**config.mk**
```make
export PLATFORM = sky130hd
export DESIGN_NAME = modexp_stream_flat
export DESIGN_NICKNAME = d
export VERILOG_FILES = /design/src/rtl/modexp_stream_if.sv /design/src/rtl/modexp_stream.sv /design/src/flat_wrapper.sv
export SDC_FILE = /design/constraint.sdc
export NUM_CORES = 1
export LEC_CHECK = 0
export BUFFER_PORTS_ARGS = -buffer_cell sky130_fd_sc_hd__buf_4
export CAP_MARGIN = 20
export CORE_UTILIZATION = 30
export DETAILED_ROUTE_END_ITERATION = 6
export PLACE_DENSITY_LB_ADDON = 0.15
export SYNTH_ARGS = -nofsm -noshare
export SYNTH_HDL_FRONTEND = slang
export SYNTH_SLANG_ARGS = --single-unit
```
**constraint.sdc**
```tcl
create_clock -name clk -period 7.95 [get_ports clk]
set_input_delay 0.3975 -clock clk [delete_from_list [all_inputs] [get_ports clk]]
set_output_delay 0.3975 -clock clk [all_outputs]
set_load 0.02 [all_outputs]
```
**src/rtl/modexp_stream_if.sv**
```systemverilog
// modexp_stream_if: operand/result handshake bundle for modexp_stream.
// The master drives operands and consumes results; the slave is the exponentiator.
interface modexp_stream_if #(
  parameter int WIDTH     = 16,
  parameter int EXP_WIDTH = WIDTH
);
  logic                 in_valid;
  logic                 in_ready;
  logic [WIDTH-1:0]     m;
  logic [EXP_WIDTH-1:0] e;
  logic [WIDTH-1:0]     n;
  logic                 out_valid;
  logic                 out_ready;
  logic [WIDTH-1:0]     result;
  logic                 err;
  logic                 busy;

  modport master (
    output in_valid, m, e, n, out_ready,
    input  in_ready, out_valid, result, err, busy
  );

  modport slave (
    input  in_valid, m, e, n, out_ready,
    output in_ready, out_valid, result, err, busy
  );
endinterface

```
**src/rtl/modexp_stream.sv**
```systemverilog
// modexp_stream: sequential modular exponentiator, result = m^e mod n.
// Valid/ready handshake on operands and result, one operation in flight.
// Default build: left-to-right square-and-multiply with leading-zero skip.
// Optional macro MODEXP_CONST_TIME_EN: Montgomery ladder over all EXP_WIDTH
// bits, fixed latency independent of the exponent value.
// Every modular product uses a bit-serial interleaved multiplier, one
// multiplier bit per cycle, multiplier MSB first.
module modexp_stream #(
  parameter int WIDTH     = 16,
  parameter int EXP_WIDTH = WIDTH
) (
  input  logic           clk,
  input  logic           rst,
  modexp_stream_if.slave bus
);
  localparam int CNT_W = (WIDTH > 1) ? $clog2(WIDTH) : 1;
  localparam int IDX_W = (EXP_WIDTH > 1) ? $clog2(EXP_WIDTH) : 1;
  localparam int TW    = WIDTH + 2;

  typedef enum logic [2:0] {IDLE, LOAD, SQR, MUL, DONE} state_t;
  state_t state, state_nxt;

  // captured operands and working values
  logic [WIDTH-1:0]     m_r, n_r, acc, p;
  logic [EXP_WIDTH-1:0] e_r;
  logic [CNT_W-1:0]     cnt;
  logic [IDX_W-1:0]     idx;
  logic                 err_flag;
`ifdef MODEXP_CONST_TIME_EN
  logic [WIDTH-1:0]     r1;
`endif

  // registered outputs
  logic                 in_ready_r, out_valid_r, busy_r, err_r;
  logic [WIDTH-1:0]     result_r;

  logic                 accept, last_step, ebit, op_err;
  logic [WIDTH-1:0]     mx, ma, prod;

  // One interleaved step: 2*p plus optional addend, then at most two
  // conditional subtractions. With p, a < n the sum is < 3n, so two
  // subtractions always leave a fully reduced value.
  function automatic logic [WIDTH-1:0] mod_step(
    input logic [WIDTH-1:0] pv,
    input logic             add,
    input logic [WIDTH-1:0] av,
    input logic [WIDTH-1:0] nv
  );
    logic [TW-1:0] t, nn;
    nn = {2'b00, nv};
    t  = {1'b0, pv, 1'b0} + (add ? {2'b00, av} : {TW{1'b0}});
    if (t >= nn) t = t - nn;
    if (t >= nn) t = t - nn;
    return t[WIDTH-1:0];
  endfunction

`ifndef MODEXP_CONST_TIME_EN
  logic             e_zero;
  logic [IDX_W-1:0] msb_idx;

  // Priority encoder: position of the highest set exponent bit.
  function automatic logic [IDX_W-1:0] msb_index(input logic [EXP_WIDTH-1:0] ev);
    logic [IDX_W-1:0] r;
    r = '0;
    for (int i = 0; i < EXP_WIDTH; i++) begin
      if (ev[i]) r = IDX_W'(i);
    end
    return r;
  endfunction

  assign e_zero  = (e_r == '0);
  assign msb_idx = msb_index(e_r);
`endif

  assign accept    = bus.in_valid & in_ready_r;
  assign last_step = (cnt == '0);
  assign ebit      = e_r[idx];
  assign op_err    = (n_r[WIDTH-1:1] == '0) || (m_r >= n_r);

  // Multiplier operand selection: mx supplies the serial bits, ma the addend.
  always_comb begin
    mx = acc;
    ma = acc;
`ifdef MODEXP_CONST_TIME_EN
    if (state == MUL) begin
      mx = acc;
      ma = r1;
    end else if (ebit) begin
      mx = r1;
      ma = r1;
    end
`else
    if (state == MUL) ma = m_r;
`endif
  end

  assign prod = mod_step(p, mx[cnt], ma, n_r);

  // State register.
  always_ff @(posedge clk or negedge rst) begin
    if (!rst) state <= IDLE;
    else      state <= state_nxt;
  end

  // Next-state logic.
  always_comb begin
    state_nxt = state;
    case (state)
      IDLE: if (accept) state_nxt = LOAD;
`ifdef MODEXP_CONST_TIME_EN
      LOAD: state_nxt = op_err ? DONE : MUL;
      MUL:  if (last_step) state_nxt = SQR;
      SQR:  if (last_step) state_nxt = (idx == '0) ? DONE : MUL;
`else
      LOAD: state_nxt = (op_err || e_zero) ? DONE : SQR;
      SQR: begin
        if (last_step) begin
          if (ebit)               state_nxt = MUL;
          else if (idx == '0)     state_nxt = DONE;
          else                    state_nxt = SQR;
        end
      end
      MUL:  if (last_step) state_nxt = (idx == '0) ? DONE : SQR;
`endif
      DONE: if (out_valid_r && bus.out_ready) state_nxt = IDLE;
      default: state_nxt = IDLE;
    endcase
  end

  // Handshake and output registers; result/err latch when out_valid rises.
  always_ff @(posedge clk or negedge rst) begin
    if (!rst) begin
      in_ready_r  <= 1'b0;
      out_valid_r <= 1'b0;
      busy_r      <= 1'b0;
      err_r       <= 1'b0;
      result_r    <= '0;
    end else begin
      in_ready_r <= (state_nxt == IDLE);
      if (accept) busy_r <= 1'b1;
      if (state == DONE) begin
        if (!out_valid_r) begin
          out_valid_r <= 1'b1;
          busy_r      <= 1'b0;
          err_r       <= err_flag;
          result_r    <= err_flag ? '0 : acc;
        end else if (bus.out_ready) begin
          out_valid_r <= 1'b0;
        end
      end
    end
  end

  // Datapath: operand capture, serial multiplier and exponent bit walk.
  always_ff @(posedge clk) begin
    if (accept) begin
      m_r <= bus.m;
      e_r <= bus.e;
      n_r <= bus.n;
    end
    case (state)
      LOAD: begin
        acc      <= WIDTH'(1);
        p        <= '0;
        cnt      <= CNT_W'(WIDTH - 1);
        err_flag <= op_err;
`ifdef MODEXP_CONST_TIME_EN
        r1       <= m_r;
        idx      <= IDX_W'(EXP_WIDTH - 1);
`else
        idx      <= msb_idx;
`endif
      end
      SQR, MUL: begin
        if (last_step) begin
          p   <= '0;
          cnt <= CNT_W'(WIDTH - 1);
`ifdef MODEXP_CONST_TIME_EN
          if (state == MUL) begin
            if (ebit) acc <= prod;
            else      r1  <= prod;
          end else begin
            if (ebit) r1  <= prod;
            else      acc <= prod;
            idx <= idx - 1'b1;
          end
`else
          acc <= prod;
          if (state == MUL || !ebit) idx <= idx - 1'b1;
`endif
        end else begin
          p   <= prod;
          cnt <= cnt - 1'b1;
        end
      end
      default: ;
    endcase
  end

  assign bus.in_ready  = in_ready_r;
  assign bus.out_valid = out_valid_r;
  assign bus.result    = result_r;
  assign bus.err       = err_r;
  assign bus.busy      = busy_r;
endmodule
```
**src/flat_wrapper.sv**
```systemverilog
// flat-port wrapper written by rule: the top's interface ports become plain ports
module modexp_stream_flat 
#(
  parameter int WIDTH     = 16,
  parameter int EXP_WIDTH = WIDTH
)
  (clk, rst, bus_in_valid, bus_m, bus_e, bus_n, bus_out_ready, bus_in_ready, bus_out_valid, bus_result, bus_err, bus_busy);
  modexp_stream_if #(.WIDTH(WIDTH), .EXP_WIDTH(EXP_WIDTH)) bus_i ();
  input  logic clk;
  input  logic rst;
  input wire logic [$bits(bus_i.in_valid)-1:0] bus_in_valid;
  input wire logic [$bits(bus_i.m)-1:0] bus_m;
  input wire logic [$bits(bus_i.e)-1:0] bus_e;
  input wire logic [$bits(bus_i.n)-1:0] bus_n;
  input wire logic [$bits(bus_i.out_ready)-1:0] bus_out_ready;
  output wire logic [$bits(bus_i.in_ready)-1:0] bus_in_ready;
  output wire logic [$bits(bus_i.out_valid)-1:0] bus_out_valid;
  output wire logic [$bits(bus_i.result)-1:0] bus_result;
  output wire logic [$bits(bus_i.err)-1:0] bus_err;
  output wire logic [$bits(bus_i.busy)-1:0] bus_busy;
  assign bus_i.in_valid = bus_in_valid;
  assign bus_i.m = bus_m;
  assign bus_i.e = bus_e;
  assign bus_i.n = bus_n;
  assign bus_i.out_ready = bus_out_ready;
  assign bus_in_ready = bus_i.in_ready;
  assign bus_out_valid = bus_i.out_valid;
  assign bus_result = bus_i.result;
  assign bus_err = bus_i.err;
  assign bus_busy = bus_i.busy;
  modexp_stream #(.WIDTH(WIDTH), .EXP_WIDTH(EXP_WIDTH)) u_core (.clk(clk), .rst(rst), .bus(bus_i));
endmodule
```
==> metrics.yaml <==
synthesis:
  ys_types: 71
  yosys.area_share.simple_pct: 17.8
  synth_top_family_by_area: "compound AO/OA/AOI/OAI gates"
  ys_dominant_reg_cell: "edfxtp_1"
  synth_seq_cells: 112
  avgSynthCellArea_um2: 9.68
  yosys.area_share.xor_xnor_pct: 3.55
  synth_edf_count: 89
  synth.area.mux_share_pct: 3.25
  ys_seq_area_share_pct: 39.8
  synthCells: 842
  synth_nets: 963
  syn_area_mm2: 0.00815
  yosys.area_share.adder_pct: 10.9
  yosys_warnings: 0
  synth-compound-area-share_pct: 21.2
  postSynth.asyncResetShare_pct: 20.5
floorplan:
  die_y_um: 167
  rows: 59
  die_w_um: 167
  fp.coreArea_mm2: 0.0264
  start_util_pct: 30.9
  ioPinCount: 72
  die_area_mm2: 0.0278
critical_path:
  crit_fanout: 17
  worstSetupStartpointType: "flip-flop"
  worstPathRequired_ns: 8.12
  critical_path.most_common_cell: "buf_4"
  criticalPathCategory: "reg -> reg"
  crit_path_end_kind: "flip-flop"
  arrival_ns: 7.72
  cp_slowest_stage_delay_ns: 0.48
  crit_path_top_delay_cell: "edfxtp_1"
cells_and_area:
  layout_commonest_cell: "buf_4"
  n_fill_cell: 2609
  area_delta_synth_final_pct: 22.1
  final_cell_mix: "149 x buf_4, 89 x edfxtp_1, 84 x nand2_1"
  antenna_cells: 0
  drive_gt1_share_pct: 23.0
  nets: 1098
  fin_cells: 1317
  fin_area_mm2: 0.00995
grt:
  grt_max_degree: 51
  grt_pass1_vias: 6740
  grt-ovfl-total: 0
  grt_pass1_wl_um: 39400
  antenna_found_initial: 0
  grt_usage_pct: 18.4
clocking:
  cts-root-buf: "clkbuf_16"
  worstSkewPairLatency_ns: 0.36
  cts_buffer_depth: 2
  cts_buffers: 9
  path_clk_slew_ns: 0.08
  cts_tree: "built"
  cts_max_level: 3
  cts.sinks: 112
sta:
  tightest_slew_ns: 0.917
  tns_ns: 0
  timing.hold.ws_ns: 0.215
  fmax_ghz: 0.132
  setup_viol: 0
  relSlewSlack_pct: 38.9
  post-route-min-period_ns: 7.55
  fin_crit_sh_pct: 95.0
  fin_skew_ns: 0.0120
  hold_violations: 0
  drv_slew: 0
drt:
  routedWlPerCell_um: 19.1
  wl_um: 25200
  drt_iter0_drc: 491
  routed_via_density: 5.29
  drc_errors: 0
  antenna_left: 0
  vias: 6968
  firstDrtPassIters: 5
hold_path:
  hp-class: "in -> reg"
place:
  place.gp.congestion: 0.943
  port_buffers: 71
  placed_cell_area_mm2: 0.00951
  dp_hpwl_um: 20300
  dp.cells: 1292
outcome:
  status: "finished clean"
flow_run:
  drv_cap: 0
[final cells by class]
type	count	area [um^2]	area share, %
well taps	335	419	4.21
clock buffers	11	253	2.54
repair buffers	151	1150	11.5
inverters	39	146	1.47
clock inverters	5	37.5	0.377
flip-flops and latches	112	3250	32.6
multi-input cells	664	4700	47.2
[stage by stage]
step           util, %  worst slack [ns]
2_1_floorplan        -             0.339
3_3_place_gp      36.1            0.0960
3_5_place_dp      36.1           -0.0108
4_1_cts           37.3            0.0660
5_1_grt           37.8           -0.0864
6_report          37.8             0.396
[worst max-delay path, delay by kind of cell (launching register included)]
family / cells / cell delay, ns
compound gates: 15 / 2.48
fa+ha+maj: 3 / 1.09
buf+inv: 7 / 1.30
flops: 1 / 0.48
mux: 2 / 0.40
simple gates: 7 / 1.62
[path summary, 6_finish.rpt]
kind,from,cells past startpoint,endpoint,slack [ns]
setup / recovery,u_core.cnt[0],34,u_core.acc[11],0.40
hold / removal,bus_m[1],1,u_core.m_r[1],0.21
setup reg to reg,u_core.cnt[0],34,u_core.acc[11],0.40
hold reg to reg,u_core.bus.result[8],2,u_core.bus.result[8],0.48
min in group asynchronous,rst,2,u_core.bus.result[10],0.48
max in group asynchronous,rst,2,u_core.bus.busy,7.24
[what timing repair did]
action                                 CTS  global route
setup endpoints to repair               16            32
buffers inserted                         1             7
endpoints found under the hold margin   23             0
hold buffers                             1             0
gates resized for setup                  1            21
pin swaps                                0             7
[per-layer routing]
layer	GRT usage [%]	share of wire [%]	up-vias	routed length, um
li1	-	-	3421	-
met1	27.6	50	3313	12700
met2	27.3	43	205	10700
met3	3.04	5.3	29	1340
met4	4.07	1.6	0	405
met5	0	0	-	0
[cell usage after synthesis (all sizes together), types with 3 or more instances]
cell	count	area [um^2]
xnor2	18	158
inv	39	146
a21o	14	105
edfxtp	89	2670
mux2i	4	40.0
o21ai	59	295
clkbuf	16	60.1
ha	66	826
o21bai	12	90.1
mux4	9	203
a21boi	5	37.5
a211oi	12	90.1
nor3	26	130
fa	3	60.1
and2	8	50.1
nor2b	10	62.6
or4	4	33.8
o211ai	20	200
xor2	15	131
or3	4	25.0
nand2b	31	194
nand3	13	65.1
o31ai	4	30.0
buf	11	80.1
dfrtp	23	576
nand2	84	315
nand4	9	56.3
o31a	4	35.0
and3	16	100
a2111oi	3	32.5
nor4	9	56.3
or2	13	81.3
a21oi	87	439
o21a	14	105
and4	3	26.3
a211o	3	26.3
nor2	49	184
[flip-flops by register name (all words and copies together) (netlist names)]
name                  flops
u_core.bus.out_valid      1
u_core.state              3
u_core.e_r               16
u_core.n_r               16
u_core.bus.busy           1
u_core.acc               16
u_core.bus.result        16
u_core.err_flag           1
u_core.p                 16
u_core.idx                4
u_core.m_r               16
u_core.bus.err            1
u_core.cnt                4
u_core.bus.in_ready       1
[cell families (layout without fill, tap and decap cells)]
| logic type | Yosys count | in the layout |
|---|---|---|
| multiplexers | 15 | 15 |
| XOR/XNOR | 33 | 33 |
| adder cells (fa/ha/maj) | 69 | 69 |
| flip-flops | 112 | 112 |
| AND/OR/NAND/NOR | 285 | 285 |
| buffers and inverters | 66 | 206 |
| AO/OA/AOI/OAI | 262 | 262 |
Power is not shown: default switching activity piles up to over one toggle a cycle in this logic, so the estimate is an artifact.
